`src/rtl/fpadd_control_if.sv`:
```
// Control/status bundle between the floating-point adder datapath and its control FSM.
// master = datapath side (raises Go, reports status); slave = fpadd_control.
interface fpadd_control_if #(
  parameter int EXPBITS      = 8,
  parameter int MANTISSABITS = 23
);
  localparam int NBITS = $clog2(MANTISSABITS);

  // Status from the datapath
  logic                    Go;
  logic                    ExpSet;
  logic [EXPBITS-1:0]      ExpDiff;
  logic                    FFOValid;
  logic [NBITS-1:0]        FFOIndex;
  logic [MANTISSABITS+1:0] Out;

  // Controls to the datapath
  logic                    SelExpMux;
  logic                    SelSRMuxL;
  logic                    SelSRMuxG;
  logic                    ShiftRightEnable;
  logic [NBITS-1:0]        ShiftRightAmount;
  logic                    SREn;
  logic                    SLEn;
  logic                    NoShift;
  logic                    IncrEn;
  logic                    DecrEn;
  logic [NBITS-1:0]        ShiftAmount;
  logic                    SelExpMuxR;
  logic                    SelManMuxR;

  modport master (
    output Go, ExpSet, ExpDiff, FFOValid, FFOIndex, Out,
    input  SelExpMux, SelSRMuxL, SelSRMuxG, ShiftRightEnable, ShiftRightAmount,
           SREn, SLEn, NoShift, IncrEn, DecrEn, ShiftAmount, SelExpMuxR, SelManMuxR
  );

  modport slave (
    input  Go, ExpSet, ExpDiff, FFOValid, FFOIndex, Out,
    output SelExpMux, SelSRMuxL, SelSRMuxG, ShiftRightEnable, ShiftRightAmount,
           SREn, SLEn, NoShift, IncrEn, DecrEn, ShiftAmount, SelExpMuxR, SelManMuxR
  );
endinterface

```
`src/rtl/fpadd_control.sv`:
```
// Control FSM for the FP adder: exponent alignment, normalization, rounding re-normalization.
// Optional embedded SVA checks are compiled in with `define FPADD_CONTROL_ASSERT_EN.
module fpadd_control #(
  parameter int EXPBITS      = 8,
  parameter int MANTISSABITS = 23
) (
  input  logic           Clock,
  input  logic           Reset,
  fpadd_control_if.slave bus
);
  localparam int NBITS   = $clog2(MANTISSABITS);
  localparam int SAT     = MANTISSABITS + 2;
  localparam int IDX_OVF = MANTISSABITS + 1;

  typedef enum logic [3:0] {
    IDLE  = 4'b0001,
    ALIGN = 4'b0010,
    NORM  = 4'b0100,
    ROUND = 4'b1000
  } state_e;

  state_e state_q, state_d;
  logic   ovf;
  logic   unused_out;

  assign ovf        = bus.Out[MANTISSABITS+1];
  assign unused_out = ^bus.Out[MANTISSABITS:0];

  // Any distance beyond the mantissa plus guard bits shifts everything out anyway.
  function automatic logic [NBITS-1:0] sat_shift(input logic [EXPBITS-1:0] diff);
    if (32'(diff) > 32'(SAT)) return NBITS'(SAT);
    else                      return NBITS'(diff);
  endfunction

  function automatic logic [NBITS-1:0] left_dist(input logic [NBITS-1:0] idx);
    return NBITS'(MANTISSABITS - int'(idx));
  endfunction

  always_comb begin
    state_d = state_q;
    case (state_q)
      IDLE:    if (bus.Go) state_d = ALIGN;
      ALIGN:   state_d = NORM;
      NORM:    state_d = ROUND;
      ROUND:   if (!ovf) state_d = IDLE;
      default: state_d = IDLE;
    endcase
  end

  always_ff @(posedge Clock or negedge Reset) begin
    if (!Reset) state_q <= IDLE;
    else        state_q <= state_d;
  end

  always_comb begin
    bus.SelExpMux        = 1'b0;
    bus.SelSRMuxL        = 1'b0;
    bus.SelSRMuxG        = 1'b0;
    bus.ShiftRightEnable = 1'b0;
    bus.ShiftRightAmount = '0;
    bus.SREn             = 1'b0;
    bus.SLEn             = 1'b0;
    bus.NoShift          = 1'b0;
    bus.IncrEn           = 1'b0;
    bus.DecrEn           = 1'b0;
    bus.ShiftAmount      = '0;
    bus.SelExpMuxR       = 1'b0;
    bus.SelManMuxR       = 1'b0;
    case (state_q)
      ALIGN: begin
        bus.SelExpMux        = bus.ExpSet;
        bus.SelSRMuxG        = bus.ExpSet;
        bus.SelSRMuxL        = ~bus.ExpSet;
        bus.ShiftRightEnable = (bus.ExpDiff != '0);
        bus.ShiftRightAmount = sat_shift(bus.ExpDiff);
      end
      NORM: begin
        // Out-of-range indices fall through to NoShift rather than corrupting the exponent.
        if (bus.FFOValid && bus.FFOIndex == NBITS'(IDX_OVF)) begin
          bus.SREn        = 1'b1;
          bus.IncrEn      = 1'b1;
          bus.ShiftAmount = NBITS'(1);
        end else if (bus.FFOValid && bus.FFOIndex < NBITS'(MANTISSABITS)) begin
          bus.SLEn        = 1'b1;
          bus.DecrEn      = 1'b1;
          bus.ShiftAmount = left_dist(bus.FFOIndex);
        end else begin
          bus.NoShift     = 1'b1;
        end
      end
      ROUND: begin
        bus.SelExpMuxR = 1'b1;
        bus.SelManMuxR = 1'b1;
        if (ovf) begin
          bus.SREn        = 1'b1;
          bus.IncrEn      = 1'b1;
          bus.ShiftAmount = NBITS'(1);
        end else begin
          bus.NoShift     = 1'b1;
        end
      end
      default: ;
    endcase
  end

`ifdef FPADD_CONTROL_ASSERT_EN
  a_state_onehot: assert property (@(posedge Clock) disable iff (!Reset)
    $onehot(state_q));
  a_shift_mutex: assert property (@(posedge Clock) disable iff (!Reset)
    $onehot0({bus.SREn, bus.SLEn, bus.NoShift}));
  a_incdec_mutex: assert property (@(posedge Clock) disable iff (!Reset)
    !(bus.IncrEn && bus.DecrEn));
  a_align_amt_max: assert property (@(posedge Clock) disable iff (!Reset)
    32'(bus.ShiftRightAmount) <= 32'(SAT));
  a_align_to_norm: assert property (@(posedge Clock) disable iff (!Reset)
    state_q == ALIGN |=> state_q == NORM);
  a_idle_quiet: assert property (@(posedge Clock) disable iff (!Reset)
    state_q == IDLE |-> ({bus.SelExpMux, bus.SelSRMuxL, bus.SelSRMuxG, bus.ShiftRightEnable,
                          bus.ShiftRightAmount, bus.SREn, bus.SLEn, bus.NoShift, bus.IncrEn,
                          bus.DecrEn, bus.ShiftAmount, bus.SelExpMuxR, bus.SelManMuxR} == '0));
`endif

endmodule

```
`src/flat_wrapper.sv`:
```
// flat-port wrapper written by rule: the top's interface ports become plain ports
module fpadd_control_flat 
#(
  parameter int EXPBITS      = 8,
  parameter int MANTISSABITS = 23
)
  (Clock, Reset, bus_Go, bus_ExpSet, bus_ExpDiff, bus_FFOValid, bus_FFOIndex, bus_Out, bus_SelExpMux, bus_SelSRMuxL, bus_SelSRMuxG, bus_ShiftRightEnable, bus_ShiftRightAmount, bus_SREn, bus_SLEn, bus_NoShift, bus_IncrEn, bus_DecrEn, bus_ShiftAmount, bus_SelExpMuxR, bus_SelManMuxR);
  fpadd_control_if #(.EXPBITS(EXPBITS), .MANTISSABITS(MANTISSABITS)) bus_i ();
  input  logic Clock;
  input  logic Reset;
  input wire logic [$bits(bus_i.Go)-1:0] bus_Go;
  input wire logic [$bits(bus_i.ExpSet)-1:0] bus_ExpSet;
  input wire logic [$bits(bus_i.ExpDiff)-1:0] bus_ExpDiff;
  input wire logic [$bits(bus_i.FFOValid)-1:0] bus_FFOValid;
  input wire logic [$bits(bus_i.FFOIndex)-1:0] bus_FFOIndex;
  input wire logic [$bits(bus_i.Out)-1:0] bus_Out;
  output wire logic [$bits(bus_i.SelExpMux)-1:0] bus_SelExpMux;
  output wire logic [$bits(bus_i.SelSRMuxL)-1:0] bus_SelSRMuxL;
  output wire logic [$bits(bus_i.SelSRMuxG)-1:0] bus_SelSRMuxG;
  output wire logic [$bits(bus_i.ShiftRightEnable)-1:0] bus_ShiftRightEnable;
  output wire logic [$bits(bus_i.ShiftRightAmount)-1:0] bus_ShiftRightAmount;
  output wire logic [$bits(bus_i.SREn)-1:0] bus_SREn;
  output wire logic [$bits(bus_i.SLEn)-1:0] bus_SLEn;
  output wire logic [$bits(bus_i.NoShift)-1:0] bus_NoShift;
  output wire logic [$bits(bus_i.IncrEn)-1:0] bus_IncrEn;
  output wire logic [$bits(bus_i.DecrEn)-1:0] bus_DecrEn;
  output wire logic [$bits(bus_i.ShiftAmount)-1:0] bus_ShiftAmount;
  output wire logic [$bits(bus_i.SelExpMuxR)-1:0] bus_SelExpMuxR;
  output wire logic [$bits(bus_i.SelManMuxR)-1:0] bus_SelManMuxR;
  assign bus_i.Go = bus_Go;
  assign bus_i.ExpSet = bus_ExpSet;
  assign bus_i.ExpDiff = bus_ExpDiff;
  assign bus_i.FFOValid = bus_FFOValid;
  assign bus_i.FFOIndex = bus_FFOIndex;
  assign bus_i.Out = bus_Out;
  assign bus_SelExpMux = bus_i.SelExpMux;
  assign bus_SelSRMuxL = bus_i.SelSRMuxL;
  assign bus_SelSRMuxG = bus_i.SelSRMuxG;
  assign bus_ShiftRightEnable = bus_i.ShiftRightEnable;
  assign bus_ShiftRightAmount = bus_i.ShiftRightAmount;
  assign bus_SREn = bus_i.SREn;
  assign bus_SLEn = bus_i.SLEn;
  assign bus_NoShift = bus_i.NoShift;
  assign bus_IncrEn = bus_i.IncrEn;
  assign bus_DecrEn = bus_i.DecrEn;
  assign bus_ShiftAmount = bus_i.ShiftAmount;
  assign bus_SelExpMuxR = bus_i.SelExpMuxR;
  assign bus_SelManMuxR = bus_i.SelManMuxR;
  fpadd_control #(.EXPBITS(EXPBITS), .MANTISSABITS(MANTISSABITS)) u_core (.Clock(Clock), .Reset(Reset), .bus(bus_i));
endmodule
```
`config.mk`:
```
export PLATFORM = sky130hd
export DESIGN_NAME = fpadd_control_flat
export DESIGN_NICKNAME = d
export VERILOG_FILES = /design/src/rtl/fpadd_control_if.sv /design/src/rtl/fpadd_control.sv /design/src/flat_wrapper.sv
export SDC_FILE = /design/constraint.sdc
export NUM_CORES = 1
export LEC_CHECK = 0
export BUFFER_PORTS_ARGS = -buffer_cell sky130_fd_sc_hd__buf_4
export CAP_MARGIN = 30
export CORE_UTILIZATION = 29
export CTS_CLUSTER_SIZE = 30
export DETAILED_ROUTE_END_ITERATION = 10
export HOLD_SLACK_MARGIN = 0.12
export PLACE_DENSITY = 0.78
export SETUP_SLACK_MARGIN = 0.4
export SYNTH_ARGS = -nofsm -noshare
export SYNTH_HDL_FRONTEND = slang
export SYNTH_SLANG_ARGS = --single-unit
```
`constraint.sdc`:
```
create_clock -name Clock -period 2 [get_ports Clock]
set_input_delay 0.4 -clock Clock [delete_from_list [all_inputs] [get_ports Clock]]
set_output_delay 0.4 -clock Clock [all_outputs]
set_load 0.02 [all_outputs]
```
# Yosys cells after proc, flatten, opt, wreduce, memory -nomap -nowiden
# Cells that the tools add are included.
# W data, S select, Z words.
[op_classes]
eq_ne = 7
bitwise_logic = 1
magnitude_cmp = 2
n_mux = 23
n_reduce_logical = 4
add_sub_neg = 1
[ops]
columns = ["op", "count"]
rows = [
  ["$mux W5", 4],
  ["$pmux W4 S4", 1],
  ["$mux W1", 13],
  ["$pmux W5 S2", 1],
  ["$gt A8 B5 Y1 const B", 1],
  ["$mux W4", 2],
  ["$reduce_bool A8 Y1", 1],
  ["$eq A5 B5 Y1 const B", 1],
  ["$lt A5 B5 Y1 const B", 1],
  ["$sub A5 B5 Y5 const A", 1],
  ["$eq A4 B1 Y1 const B", 1],
  ["$eq A4 B2 Y1 const B", 1],
  ["$eq A4 B3 Y1 const B", 1],
  ["$eq A4 B4 Y1 const B", 1],
  ["$ne A2 B2 Y1 const B", 2],
  ["$pmux W1 S2", 2],
  ["$logic_and A1 B1 Y1", 2],
  ["$reduce_and A2 Y1", 1],
  ["$not A1 Y1", 1],
]
[word_totals]
output_inout_bits = 21
inputBits = 43
ff_bits = 4
word_cells = 39

# Depth between registers and ports, before layout
# Gate-level depths: netlist of the first run.
[depth]
word_depth = 5
mapped_depth = 6
ltp_nobuf = 5

# Worst setup path before layout of the first run
# Ideal clock, no wire load.
[synth_path]
path_type = "register to output"
start = "register u_core.state_q[1]"
end = "output port bus_SREn"
path_buffers = 1
arrival_time_ns = 2.085
t_required_ns = 1.600
path_stages_with_launch = 5
setup_slack_ns = -0.485
path_cell_list = "dfrtp_1 > nor4b_1 > nand2_1 > o21ai_0 > buf_4"
[synth_between]
elab_chain_len = 2
word_cells_on_any_way = 3
cone_classes = "eq/ne: 2; mux: 1"
[synth_lines]
columns = ["item", "line", "rtl"]
rows = [
  ["start, declared", "fpadd_control.sv:22", "state_e state_q, state_d;"],
  ["start signal, assigned", "fpadd_control.sv:52", "else state_q <= state_d;"],
  ["$eq A4 B4 Y1 or $eq A4 B3 Y1 (tied branches)", "--", ""],
  ["$pmux W1 S2 *", "--", ""],
  ["end, declared", "flat_wrapper.sv:22", "output wire logic [$bits(bus_i.SREn)-1:0] bus_SREn;"],
]
# Every way passes the cells marked *; elsewhere a longest branch is shown, timed or not.

# Worst setup path after layout of the first run
[layout_path]
start = "register u_core.state_q[3]"
end = "output port bus_ShiftAmount[4]"
[layout_between]
elab_chain_len = 2
word_cells_on_any_way = 3
cone_classes = "eq/ne: 2; mux: 1"
[layout_lines]
columns = ["item", "line", "rtl"]
rows = [
  ["$eq A4 B4 Y1 or $eq A4 B3 Y1 (tied branches)", "fpadd_control.sv:69", "case (state_q)"],
  ["$pmux W5 S2 *", "fpadd_control.sv:69", ""],
  ["end, declared", "flat_wrapper.sv:27", "output wire logic [$bits(bus_i.ShiftAmount)-1:0] bus_ShiftAmount;"],
]
# Marks and branches as above.

==> summary.md, run 1 <==
| Metric | Value |
|---|---|
| Status | `finished with violations` |
| Violated checks | `setup timing` |
| Post-synthesis mux area share | `0%` |
| Sequential element share of the synthesized area | `22.8%` |
| Clock Skew | `0.00458 ns` |
| Syn_nets | `99` |
| #FFs+latches synth | `4` |
| Crit path max fanout | `7` |
| Power Density | `560 nW/um^2` |
| Top-count cell post-synth | `nor3_1` |
| Largest net degree at the start of global routing | `11` |
| Cells after Synth | `54` |
| Setup TNS | `-0.207 ns` |
| Post-Synth XOR/XNOR Area | `0%` |
| Vias in the first global route | `572` |
| Syn Std Cell Area | `444 sq um` |
| Via count | `624` |
| Final Hold Viols | `0` |
| Port bufs | `39` |
| Top FF cell, synth | `dfrtp_1` |
| Final worst path period share | `103%` |
| EDFF count, synth | `0` |
| DRT Wirelength | `1.59 mm` |
| Max-Cap Viols | `0` |
| Initial Util | `32.5%` |
| Crit-path leading delay family | `simple AND/OR/NAND/NOR gates` |
| Clk slew on worst S/H paths | `0.04 ns` |
| Top reg by flops | `u_core.state_q` |
| Clk_lat worst skew | `0.24 ns` |
| Layout filler cell count | `74` |
| Min Hold Slack | `0.428 ns` |
| FP Rows | `13` |
| Worst Hold Class | `in -> reg` |
| Yosys warns | `0` |
| Area delta synth->final | `158%` |
| Avg Cell Area, Syn | `8.23 sq um` |
| DRT Pass-1 Iters | `2` |
| Ys async rst share | `100%` |
| CTS tree | `built` |
| RSZ-0062 raised after global routing | `true` |
| Synth Area in Compound Gates | `14.6%` |
| Critical-path cell list | `nand2b_4, or3_4, buf_8, nor4b_4, buf_4` |
| Die H | `41.1 um` |
| Fraction of layout cells with a size suffix above 1 | `75.2%` |
| First-pass GRT wire length | `2.35 mm` |
| Final setup viols | `4` |
| Core area | `1370 sq um` |
| Dpl hpwl | `1.17 mm` |
| All-Layer GR Usage | `21.3%` |
| WP data required | `1.60 ns` |
| Worst Path Class, Setup | `reg -> out` |
| Clock Sinks | `4` |
| Gpl congestion | `0.683` |
| Fin nets | `151` |
| Synth Area in Simple Gates | `48.5%` |
| Antenna violations before repair | `0` |
| Antenna Cells | `0` |
| Slew @ Worst Pin | `0.377 ns` |
| Largest family of logic cells by synthesized area | `simple AND/OR/NAND/NOR gates` |
| H-tree depth | `1` |
| Top cells by count, synth | `5 x nor3_1, 4 x buf_4, 4 x nand2_1, 4 x nor4_1, 3 x dfrtp_1` |
| Area share of the largest cell type after synthesis | `16.9%` |
| Min cycle time layout | `2.06 ns` |
| Die width | `41.1 um` |
| Worst path max stage delay | `0.36 ns` |
| Post-synthesis adder-cell area fraction | `5.63%` |
| Largest regs | `u_core.state_q (4)` |
| WP buf/inv | `2` |
| Slew margin rel. | `74.7%` |
| Final slew viol count | `0` |
| Synth area leader | `dfrtp_1` |
| Antenna-violating nets left | `0` |
| Max reg flops | `4` |
| Max Freq | `486 MHz` |
| Die area | `1690 sq um` |
| Drt wl/cell | `13.3 um` |
| Startpoint types | `register` |
| Root Buffer | `clkbuf_4` |
| # DRC | `0` |
| Leak | `0.467 nW` |
| Util after Layout | `84.0%` |
| Netlist cell types | `28` |
| CP arrival | `1.66 ns` |
| DR vias/cell | `5.20` |
| Power consumption | `643 uW` |
| Total gr overflow | `0` |
| Slowest stage cell, crit path | `dfrtp_1` |
| CP Capture Type | `primary output` |
| Cts bufs inserted | `3` |
| Top area cells in the synthesized netlist | `dfrtp_1 17%, buf_4 6.8%, nor4b_2 6.8%` |
| Maximum vdd ir drop | `0.644 mV` |
| # IOs | `64` |
| Dpl ws | `0.0180 ns` |
| Setup slack after layout | `-0.0577 ns` |
| Clk buf depth | `2` |
| DRT iter0 DRCs | `6` |
-- timing repair --
action,in CTS,in global routing
pin swaps,4,1
hold buffers,1,0
hold endpoints to repair,4,0
setup endpoints to repair,21,21
buffers inserted,4,1
gates resized for setup,25,4
-- kinds of logic (layout without fill, tap and decap cells) --
logic type	Yosys count	after routing
buffers and inverters	6	57
AOI/OAI and AO/OA	9	9
adders and majority gates	2	2
and+or+nand+nor	33	33
DFF	4	4
-- worst register-to-register path, stage by stage (launching register included) --
cell,delay (ns)
dfrtp_2,0.42
buf_6,0.14
nand3b_1,0.15
a211oi_1,0.38
nor3_1,0.10
-- per-layer routing --
metal  share of wire, %  up-vias  GRT usage, %  wire (um)
met5                  0        -             0          0
met4                  0        0          7.26          0
met3                6.8        0          5.98        109
met2                 52       31          40.2        823
met1                 41      284          22.1        660
li1                   -      309             -          -
-- placed cells by master (no fill, tap or decap), types with 2 or more instances in the layout --
master and n:
buf_4 27, buf_6 22, nor3_1 4, nor4b_4 3, nor4_4 3, nand2_1 3
clkbuf_4 3, nand3b_1 2, o21ai_4 2, o21a_1 2, and4_4 2, nor2_1 2
o31a_1 2, ha_4 2, dfrtp_1 2
-- through the flow --
stage          area, sq um  std cells
2_1_floorplan          636         54
3_3_place_gp           961        110
3_5_place_dp           961        110
4_1_cts               1120        119
5_1_grt               1150        120
6_report              1150        120
-- worst paths after layout --
check	startpoint	end	slack (ns)	cells past startpoint
min in group asynchronous	Reset	u_core.state_q[3]	0.50	2
worst min-delay path	bus_Go	u_core.state_q[1]	0.43	3
worst max register to register	u_core.state_q[2]	u_core.state_q[0]	0.73	4
worst min register to register	u_core.state_q[0]	u_core.state_q[1]	0.57	2
max in group asynchronous	Reset	u_core.state_q[0]	1.31	2
worst max-delay path	u_core.state_q[3]	bus_ShiftAmount[4]	-0.06	5
-- where the power goes --
part / switching (mW) / internal (mW)
logic: 0.174 / 0.211
clock network: 0.0350 / 0.0750
registers: 0.0357 / 0.113
total: 0.244 / 0.398
-- area by class of cell --
cell class | instances | area, sq um | share of cell area, %
repair buffers | 52 | 495 | 43.2
multi-input cells | 44 | 488 | 42.5
flip-flops and latches | 4 | 103 | 8.94
clock buffers | 4 | 26.3 | 2.29
well taps | 15 | 18.8 | 1.64
inverters | 1 | 16.3 | 1.42
No activity file was read; power rests on OpenSTA's default activity.
==> inputs of run 2 (changes only) <==
--- a/config.mk
+++ b/config.mk
@@ -6,7 +6,6 @@
 export NUM_CORES = 1
 export LEC_CHECK = 0
 export BUFFER_PORTS_ARGS = -buffer_cell sky130_fd_sc_hd__buf_4
-export CAP_MARGIN = 30
 export CORE_UTILIZATION = 29
 export CTS_CLUSTER_SIZE = 30
 export DETAILED_ROUTE_END_ITERATION = 10
==> constraint.sdc (replaced) <==
create_clock -name Clock -period 2 [get_ports Clock]
set_input_delay 0.4 -clock Clock [delete_from_list [all_inputs] [get_ports Clock]]
set_output_delay 0.4 -clock Clock [all_outputs]
set_load 0.01 [all_outputs]
==> run 2 against run 1 <==
  * The run now ends clean
  * Critical path depth stayed put
  * Cell area shrank 5.5%
  * First-iteration DRC count is 17% lower
  * Register-to-register slack got worse by 0.10 ns
  * Die area stayed put
  * Combinational power decreased by 7.6%
  * Fmax up 4.9%
  * Largest power group unchanged
  * Sequential share of layout area grew 0.40 points
  * Sequential power about the same
  * Total power shrank 4.5%
  * Cell count rose by 3.3%
  * Clock-buffer cell count unchanged
==> summary.md, run 2 (synthesis gave the netlist of run 1 again) <==
| Metric | Value |
|---|---|
| Leak | `0.474 nW (was 0.467 nW)` |
| Vias in the first global route | `581 (was 572)` |
| H-tree depth | `1 (unchanged)` |
| Final Hold Viols | `0 (unchanged)` |
| Final setup viols | `0 (was 4)` |
| Via count | `652 (was 624)` |
| Most frequent cells in the layout | `37 x buf_4, 17 x buf_6, 4 x nor4b_4, 4 x nor3_1 (was 27 x buf_4, 22 x buf_6, 4 x nor3_1)` |
| Net Sw Power | `218 uW (was 244 uW)` |
| Die area | `1690 sq um (unchanged)` |
| Clock Sinks | `4 (unchanged)` |
| Fraction of layout cells with a size suffix above 1 | `72.5% (was 75.2%)` |
| Total gr overflow | `0 (unchanged)` |
| Area delta synth->final | `144% (was 158%)` |
| Dpl hpwl | `1.17 mm (about the same)` |
| DRT iter0 DRCs | `5 (was 6)` |
| Combinational power share | `57.9% (was 59.8%)` |
| RSZ-0062 raised after global routing | `true (unchanged)` |
| Core area | `1370 sq um (unchanged)` |
| Sequential power share | `24.6% (was 23.1%)` |
| First-pass GRT wire length | `2.28 mm (was 2.35 mm)` |
| All-Layer GR Usage | `20.0% (was 21.3%)` |
| Clock Skew | `0.0108 ns (was 0.00458 ns)` |
| Power Density | `566 nW/um^2 (was 560 nW/um^2)` |
| Die H | `41.1 um (unchanged)` |
| DRT Wirelength | `1.72 mm (was 1.59 mm)` |
| Hold Path Stages | `3 (unchanged)` |
| Slew margin rel. | `76.6% (was 74.7%)` |
| CP Capture Type | `primary output (unchanged)` |
| FP Rows | `13 (unchanged)` |
| Gpl congestion | `0.755 (was 0.683)` |
| CP arrival | `1.56 ns (was 1.66 ns)` |
| Design area | `1080 sq um (was 1150 sq um)` |
| Crit path max fanout | `7 (unchanged)` |
| Clock power frac | `17.5% (was 17.1%)` |
| Placed insts | `108 (was 110)` |
| Clk_lat worst skew | `0.24 ns (about the same)` |
| Status | `complete, no violations (was finished with violations)` |
| Min Hold Slack | `0.446 ns (was 0.428 ns)` |
| Max reg flops | `4 (unchanged)` |
| # IOs | `64 (unchanged)` |
| Slew @ Worst Pin | `0.348 ns (was 0.377 ns)` |
| Root Buffer | `clkbuf_4 (unchanged)` |
| Die width | `41.1 um (unchanged)` |
| CTS tree | `built (unchanged)` |
| Fin nets | `155 (was 151)` |
| WP data required | `1.60 ns (about the same)` |
| Largest regs | `u_core.state_q (4) (unchanged)` |
| Max Freq | `510 MHz (was 486 MHz)` |
| Switching portion of total power | `35.5% (was 38.0%)` |
| Largest net degree at the start of global routing | `8 (was 11)` |
| Placed cell area | `855 sq um (was 961 sq um)` |
| Antenna violations before repair | `0 (unchanged)` |
| Min cycle time layout | `1.96 ns (was 2.06 ns)` |
| Worst Hold Class | `in -> reg (unchanged)` |
| # DRC | `0 (unchanged)` |
| Max-Cap Viols | `0 (unchanged)` |
| Commonest non-fill, non-tap cell in the layout | `buf_4 (unchanged)` |
| Drt wl/cell | `13.8 um (was 13.3 um)` |
| Initial Util | `32.5% (unchanged)` |
| R2R depth | `5 (was 4)` |
| Startpoint types | `register (unchanged)` |
| Clk slew on worst S/H paths | `0.04 ns (about the same)` |
| DRT Pass-1 Iters | `3 (was 2)` |
| Setup TNS | `0 ns (was -0.207 ns)` |
| Internal power | `396 uW (was 398 uW)` |
| Clk buf depth | `2 (unchanged)` |
| Worst Path Class, Setup | `reg -> out (unchanged)` |
| Power consumption | `614 uW (was 643 uW)` |
| Fin cells | `124 (was 120)` |
| Antenna-violating nets left | `0 (unchanged)` |
| DR vias/cell | `5.26 (was 5.20)` |
| Port bufs | `39 (unchanged)` |
| Final slew viol count | `0 (unchanged)` |
| Maximum vdd ir drop | `0.700 mV (was 0.644 mV)` |
| Antenna Cells | `0 (unchanged)` |
| Top reg by flops | `u_core.state_q (unchanged)` |
| Final worst path period share | `98.1% (was 103%)` |
| Cts bufs inserted | `3 (unchanged)` |
-- run 2: what timing repair did --
item,CTS,global route
setup endpoints to repair,21,21
pin swaps,7,3
gates resized for setup,16,12
gates cloned,1,0
setup buffers,5,5
hold buffers,1,0
endpoints found under the hold margin,3,0
-- run 2: metrics by stage --
stage	setup WS [ns]	utilization, %
detailed placement	0.110	62.5
global route	-0.0183	79.4
CTS	0.0283	73.3
finish	0.0378	79.4
floorplan	0.235	-
global placement	0.142	62.5
-- run 2: final timing paths --
check	from	to	slack, ns
worst max-delay path	u_core.state_q[3]	bus_DecrEn	0.04
worst min-delay path	bus_Go	u_core.state_q[1]	0.45
worst max register to register	u_core.state_q[0]	u_core.state_q[0]	0.63
worst min register to register	u_core.state_q[3]	u_core.state_q[1]	0.58
max in group asynchronous	Reset	u_core.state_q[0]	1.30
min in group asynchronous	Reset	u_core.state_q[1]	0.49
-- run 2: power groups by stage --
| stage | clock network, mW | logic [mW] | registers, mW |
|---|---|---|---|
| after floorplan | 0 | 0.116 | 0.144 |
| after global routing | 0.117 | 0.377 | 0.154 |
| final | 0.108 | 0.355 | 0.151 |
| after detailed placement | 0 | 0.249 | 0.139 |
| after CTS | 0.112 | 0.304 | 0.146 |
| after global placement | 0 | 0.243 | 0.136 |
-- run 2: layout make-up --
cell class | instances | area [sq um]
well taps | 15 | 18.8
fillers | 88 | 282
flip-flops and latches | 4 | 101
inverters | 1 | 6.26
repair buffers | 56 | 484
clock buffers | 4 | 26.3
multi-input cells | 44 | 448
-- run 2: worst max-delay path, stage by stage (launching register included) --
cell	delay, ns
dfrtp_1	0.36
nand2b_4	0.14
or3_4	0.39
buf_4	0.17
nor3_4	0.15
buf_6	0.13
-- run 2: metal layers --
metal  up-vias  global-route usage [%]  share of wire, %
met1       302                    18.1                35
met2        32                    42.6                56
li1        318                       -                 -
met3         0                    4.89               8.6
met5         -                       0                 0
met4         0                    4.03                 0
